### config.mk
export PLATFORM = sky130hd
export DESIGN_NAME = bin_msg_packer_flat
export DESIGN_NICKNAME = d
export VERILOG_FILES = /design/src/rtl/bin_msg_packer_if.sv /design/src/rtl/bin_msg_packer.sv /design/src/flat_wrapper.sv
export SDC_FILE = /design/constraint.sdc
export NUM_CORES = 1
export LEC_CHECK = 0
export CORE_MARGIN = 8
export CORE_UTILIZATION = 40
export DETAILED_ROUTE_END_ITERATION = 16
export HOLD_SLACK_MARGIN = 0.03
export PLACE_DENSITY = 0.68
export SLEW_MARGIN = 20
export SYNTH_ARGS = -nofsm -noshare
export SYNTH_HDL_FRONTEND = slang
export SYNTH_SLANG_ARGS = --single-unit
### constraint.sdc
create_clock -name clk -period 2.6 [get_ports clk]
set_input_delay 0.52 -clock clk [delete_from_list [all_inputs] [get_ports clk]]
set_output_delay 0.52 -clock clk [all_outputs]
set_load 0.02 [all_outputs]
### src/rtl/bin_msg_packer_if.sv
// Bit-in / word-out bus of the message packer.
// master: the packer (takes decoder bits, presents words).
// slave:  the surrounding logic (decoder source, host-side consumer).
interface bin_msg_packer_if #(
   parameter int OUT_W = 8,
   parameter int NB_W  = $clog2(OUT_W + 1)
);
   logic             bin_msg;
   logic             bin_vld;
   logic             msg_done;
   logic [OUT_W-1:0] out_data;
   logic [NB_W-1:0]  out_nbits;
   logic             out_last;
   logic             out_valid;
   logic             out_ready;
   logic             busy;
   logic             ovf;

   modport master (
      input  bin_msg, bin_vld, msg_done, out_ready,
      output out_data, out_nbits, out_last, out_valid, busy, ovf
   );

   modport slave (
      output bin_msg, bin_vld, msg_done, out_ready,
      input  out_data, out_nbits, out_last, out_valid, busy, ovf
   );
endinterface

### src/rtl/bin_msg_packer.sv
// Packs serial decoded message bits MSB-first into OUT_W-bit words; last word of a message may be partial.
// Latency: word pushed in cycle N is visible at the output in cycle N+1 (queue empty).
// Backpressure: 2-entry output queue; the decoder cannot stall, so a push into a full queue is dropped and ovf sticks.
module bin_msg_packer #(
   parameter int OUT_W = 8,
   parameter int NB_W  = $clog2(OUT_W + 1)
) (
   input  logic                clk,
   input  logic                rst,
   bin_msg_packer_if.master    pk
);

   typedef struct packed {
      logic [OUT_W-1:0] data;
      logic [NB_W-1:0]  nbits;
      logic             last;
   } entry_t;

   localparam logic [NB_W-1:0] LAST_IDX = NB_W'(OUT_W - 1);

   logic [OUT_W-1:0] acc_q, acc_d, acc_new;
   logic [NB_W-1:0]  cnt_q, cnt_d, cnt_new;
   entry_t           head_q, head_d, tail_q, tail_d, push_ent;
   logic [1:0]       qcnt_q, qcnt_d;
   logic             ovf_q, ovf_d;
   logic             busy_q, busy_d;
   logic             push, pop;

   // Assembly: drop the incoming bit into its MSB-first slot and decide whether a word leaves this cycle.
   always_comb begin
      acc_new = acc_q;
      cnt_new = cnt_q;
      if (pk.bin_vld) begin
         for (int i = 0; i < OUT_W; i++) begin
            if (cnt_q == NB_W'(OUT_W - 1 - i)) acc_new[i] = pk.bin_msg;
         end
         cnt_new = cnt_q + NB_W'(1);
      end
      // A word leaves when it fills up or the message ends (possibly with zero bits).
      push           = (pk.bin_vld && (cnt_q == LAST_IDX)) || pk.msg_done;
      push_ent.data  = acc_new;
      push_ent.nbits = cnt_new;
      push_ent.last  = pk.msg_done;
      // Assembly clears on every push attempt, even if the queue drops the word.
      acc_d = push ? '0 : acc_new;
      cnt_d = push ? '0 : cnt_new;
   end

   // Output queue: head/tail pair; pop frees a slot before the same-cycle push is considered.
   always_comb begin
      pop    = (qcnt_q != 2'd0) && pk.out_ready;
      head_d = head_q;
      tail_d = tail_q;
      qcnt_d = qcnt_q;
      ovf_d  = ovf_q;
      case ({push, pop})
         2'b01: begin
            head_d = tail_q;
            tail_d = '0;
            qcnt_d = qcnt_q - 2'd1;
         end
         2'b11: begin
            if (qcnt_q == 2'd1) begin
               head_d = push_ent;
            end else begin
               head_d = tail_q;
               tail_d = push_ent;
            end
         end
         2'b10: begin
            if (qcnt_q == 2'd0) begin
               head_d = push_ent;
               qcnt_d = 2'd1;
            end else if (qcnt_q == 2'd1) begin
               tail_d = push_ent;
               qcnt_d = 2'd2;
            end else begin
               ovf_d = 1'b1;
            end
         end
         default: ;
      endcase
      busy_d = (cnt_d != '0) || (qcnt_d != 2'd0);
   end

   // State registers; reset discards any partial word and all queued words.
   always_ff @(posedge clk or posedge rst) begin
      if (rst) begin
         acc_q  <= '0;
         cnt_q  <= '0;
         head_q <= '0;
         tail_q <= '0;
         qcnt_q <= 2'd0;
         ovf_q  <= 1'b0;
         busy_q <= 1'b0;
      end else begin
         acc_q  <= acc_d;
         cnt_q  <= cnt_d;
         head_q <= head_d;
         tail_q <= tail_d;
         qcnt_q <= qcnt_d;
         ovf_q  <= ovf_d;
         busy_q <= busy_d;
      end
   end

   assign pk.out_data  = head_q.data;
   assign pk.out_nbits = head_q.nbits;
   assign pk.out_last  = head_q.last;
   assign pk.out_valid = (qcnt_q != 2'd0);
   assign pk.busy      = busy_q;
   assign pk.ovf       = ovf_q;

endmodule

### src/flat_wrapper.sv
// flat-port wrapper written by rule: the top's interface ports become plain ports
module bin_msg_packer_flat 
#(
   parameter int OUT_W = 8,
   parameter int NB_W  = $clog2(OUT_W + 1)
)
  (clk, rst, pk_bin_msg, pk_bin_vld, pk_msg_done, pk_out_ready, pk_out_data, pk_out_nbits, pk_out_last, pk_out_valid, pk_busy, pk_ovf);
  bin_msg_packer_if #(.OUT_W(OUT_W), .NB_W(NB_W)) pk_i ();
  input  logic clk;
  input  logic rst;
  input wire logic [$bits(pk_i.bin_msg)-1:0] pk_bin_msg;
  input wire logic [$bits(pk_i.bin_vld)-1:0] pk_bin_vld;
  input wire logic [$bits(pk_i.msg_done)-1:0] pk_msg_done;
  input wire logic [$bits(pk_i.out_ready)-1:0] pk_out_ready;
  output wire logic [$bits(pk_i.out_data)-1:0] pk_out_data;
  output wire logic [$bits(pk_i.out_nbits)-1:0] pk_out_nbits;
  output wire logic [$bits(pk_i.out_last)-1:0] pk_out_last;
  output wire logic [$bits(pk_i.out_valid)-1:0] pk_out_valid;
  output wire logic [$bits(pk_i.busy)-1:0] pk_busy;
  output wire logic [$bits(pk_i.ovf)-1:0] pk_ovf;
  assign pk_i.bin_msg = pk_bin_msg;
  assign pk_i.bin_vld = pk_bin_vld;
  assign pk_i.msg_done = pk_msg_done;
  assign pk_i.out_ready = pk_out_ready;
  assign pk_out_data = pk_i.out_data;
  assign pk_out_nbits = pk_i.out_nbits;
  assign pk_out_last = pk_i.out_last;
  assign pk_out_valid = pk_i.out_valid;
  assign pk_busy = pk_i.busy;
  assign pk_ovf = pk_i.ovf;
  bin_msg_packer #(.OUT_W(OUT_W), .NB_W(NB_W)) u_core (.clk(clk), .rst(rst), .pk(pk_i));
endmodule
==> metrics.md <==
| Metric | Value |
|---|---|
| Status | `finished clean` |
| Clk Latency, worst-skew pair | `0.29 ns` |
| Worst EP arrival | `2.58 ns` |
| Area after DPL | `2730 um^2` |
| Via count | `1834` |
| Layout cells sized above 1 | `18.1%` |
| Total power | `2.69 mW` |
| Largest net degree at the start of global routing | `43` |
| Antenna Cells | `0` |
| Final period util | `93.1%` |
| Synth Cell Area | `2290 um^2` |
| FF-to-FF path depth | `8` |
| IO Count | `22` |
| Die Ht | `91.7 um` |
| Worst-case headroom to the max-slew limit | `64.6%` |
| Post-route ant nets | `0` |
| Final GP Congestion | `0.812` |
| Synth top area share | `45.8%` |
| IO Port Bufs | `21` |
| Nets | `291` |
| Pleak | `1.38 nW` |
| Vias in the first global route | `1825` |
| Core Area | `5540 um^2` |
| Final Hold Fails | `0` |
| H-Tree Depth | `2` |
| Type of the worst min-delay path | `reg -> reg` |
| VDD IR max | `0.000558 V` |
| Max-capacitance violation count | `0` |
| Global-route wire length before repair | `8.91 mm` |
| Highest clock rate | `0.413 GHz` |
| # fillers | `515` |
| Worst-Margin Slew | `0.532 ns` |
| Setup Fix Bufs, Post-CTS | `0` |
| Die footprint | `8410 um^2` |
| Register area share after synthesis | `45.8%` |
| Layout area overhead | `24.8%` |
| Total track usage | `12.9%` |
| Residual DRC | `0` |
| Worst Setup Path Type | `reg -> reg` |
| #FFs+latches synth | `42` |
| CTS buffer count | `5` |
| 1st-iter DRT viols | `93` |
| Warnings, synthesis | `0` |
| Final clock skew | `0.00602 ns` |
| Root buf cell | `clkbuf_8` |
| Gr ovfl total | `0` |
| CTS sink cnt | `42` |
| DR vias/cell | `5.27` |
| Avg WL per Cell | `15.1 um` |
| Max FO, Critical Path | `5` |
| Setup violations, final | `0` |
| Post-CTS Resized | `0` |
| Power Density | `938 nW/um^2` |
| WP data required | `2.76 ns` |
| Synth top area cells | `dfrtp_1, ha_1, nand2_1, a21oi_1, o21ai_0` |
| Die W | `91.7 um` |
| CP startpoint kind | `flop` |
| Syn_area_per_cell | `9.93 um^2` |
| Total wire length | `5.24 mm` |
| Largest buffer count on any clock path | `2` |
| Yosys top cell by area | `dfrtp_1` |
| CTS Hold Bufs | `0` |
| CTS tree | `yes` |
| Synth cell types | `43` |
| Worst hold stages | `1` |
| RSZ-0062 raised after global routing | `false` |
| Starting Density | `41.4%` |
| Post-route cell area | `2860 um^2` |
| Count of pins over their slew limit | `0` |
| DRT Pass-1 Iters | `4` |
| DP Wirelength | `3.89 mm` |
| Crit end category | `flop` |
| Net Count, Synth | `247` |
| Initial antenna violation count | `0` |
| Mapped Cells | `231` |
| FP Rows | `27` |
| Final critical-path required period | `2.42 ns` |
| Clock-pin slew on the worst setup and hold paths | `0.08 ns` |
-- cell usage in the layout, fill, tap and decap left out, drive strengths merged --
cell type,n
nor3b,1
mux2i,8
nor2b,1
a21oi,18
bufinv,2
o31ai,1
nand4b,4
o21bai,7
and3,1
xnor2,2
a2bb2oi,1
a221oi,2
a22oi,3
nor2,23
or2,1
o22a,7
clkdlybuf4s50,21
o21ai,22
inv,12
or4,1
o2bb2ai,1
dfrtp,42
xor2,2
a21o,3
nand4,1
ha,10
nand2,26
clkbuf,5
and4bb,4
mux2,1
a31oi,3
a221o,1
buf,29
nand2b,1
o211ai,8
clkinv,1
-- flip-flops by register name (all words and copies together), names as in the netlist --
| signal | flops |
|---|---|
| u_core.pk.out_nbits | 4 |
| u_core.pk.busy | 1 |
| u_core.qcnt_q | 2 |
| u_core.cnt_q | 4 |
| u_core.acc_q | 8 |
| u_core.pk.ovf | 1 |
| u_core.tail_q | 13 |
| u_core.pk.out_data | 8 |
| u_core.pk.out_last | 1 |
-- worst max-delay path, cell delays in order, from the launching register on --
cell      delay (ns)
dfrtp_1         0.43
ha_1            0.32
nand4b_4        0.14
nand2_1         0.16
inv_1           0.08
ha_1            0.32
a221oi_1        0.23
a21oi_1         0.10
or4_1           0.52
-- Yosys cell counts --
cell / count
a22oi_1: 3
xnor2_1: 2
and4bb_2: 4
o22a_1: 7
xor2_2: 1
mux2i_1: 8
dfrtp_1: 42
a221oi_1: 1
o2bb2ai_1: 1
ha_1: 10
nand2b_1: 1
buf_4: 1
and3_1: 1
o21ai_1: 4
xor2_1: 1
nand4b_1: 3
buf_2: 3
a21oi_1: 18
nor2b_1: 1
clkbuf_1: 5
a221oi_2: 1
o211ai_1: 8
a31oi_4: 1
nand4b_4: 1
o31ai_1: 1
a21o_1: 3
inv_2: 1
nor2_1: 22
a221o_1: 1
or2_2: 1
nor3b_1: 1
buf_6: 4
nand4_1: 1
nor2_2: 1
mux2_2: 1
nand2_1: 25
a31oi_1: 2
or4_1: 1
o21ai_0: 18
nand2_4: 1
o21bai_1: 7
inv_1: 11
a2bb2oi_1: 1
-- where the power goes --
part           internal, mW  total [mW]  switching (mW)
clock                 0.385       0.614           0.229
combinational         0.530        1.20           0.668
sequential            0.800       0.874          0.0737
total                  1.71        2.69           0.971
-- cells by family after synthesis --
logic type | count (synthesis) | synth area share, %
buffers and inverters | 25 | 5.73
xor gates and xnor gates | 4 | 1.86
and+or+nand+nor | 64 | 14.8
adders and majority gates | 10 | 5.46
AOI/OAI and AO/OA | 77 | 22.3
DFF | 42 | 45.8
muxes | 9 | 3.98
-- final timing paths --
check / slack (ns) / startpoint / endpoint
setup / recovery: 0.18 / u_core.cnt_q[0]$_DFF_PP0_ / u_core.pk.busy$_DFF_PP0_
hold / removal: 0.46 / u_core.pk.ovf$_DFFE_PP0P_ / u_core.pk.ovf$_DFFE_PP0P_
setup reg to reg: 0.18 / u_core.cnt_q[0]$_DFF_PP0_ / u_core.pk.busy$_DFF_PP0_
hold reg to reg: 0.46 / u_core.pk.ovf$_DFFE_PP0P_ / u_core.pk.ovf$_DFFE_PP0P_
max in group asynchronous: 1.57 / rst / u_core.qcnt_q[1]$_DFF_PP0_
min in group asynchronous: 0.66 / rst / u_core.pk.out_nbits[1]$_DFFE_PP0P_
-- layer usage --
| layer | vias up | GRT usage [%] | part of all wire, % |
|---|---|---|---|
| li1 | 905 | - | - |
| met1 | 897 | 16.3 | 48 |
| met2 | 28 | 21.5 | 48 |
| met3 | 4 | 2.04 | 2.8 |
| met4 | 0 | 4.83 | 1.2 |
| met5 | - | 0 | 0 |
-- layout make-up --
type	instances	area [um^2]	area share (%)
clock inverter	3	68.8	2.40
multi-input combinational	164	1110	38.8
clock buffer	5	68.8	2.40
inverter	12	45.0	1.57
sequential	42	1050	36.7
tap	72	90.1	3.15
timing repair buffer	50	428	14.9
-- per-stage QoR --
| stage | utilization, % | setup TNS, ns | hold slack, ns | setup slack, ns | instances |
|---|---|---|---|---|---|
| floorplan | - | 0 | 0.449 | 0.00765 | 231 |
| global placement | 49.2 | -0.0245 | 0.448 | -0.0245 | 340 |
| detailed placement | 49.2 | -0.0702 | 0.448 | -0.0702 | 340 |
| CTS | 51.7 | 0 | 0.467 | 0.172 | 348 |
| global route | 51.7 | 0 | 0.500 | 0.0781 | 348 |
| finish | 51.7 | 0 | 0.463 | 0.180 | 348 |
Note: power is estimated with default switching activity, not from simulation.
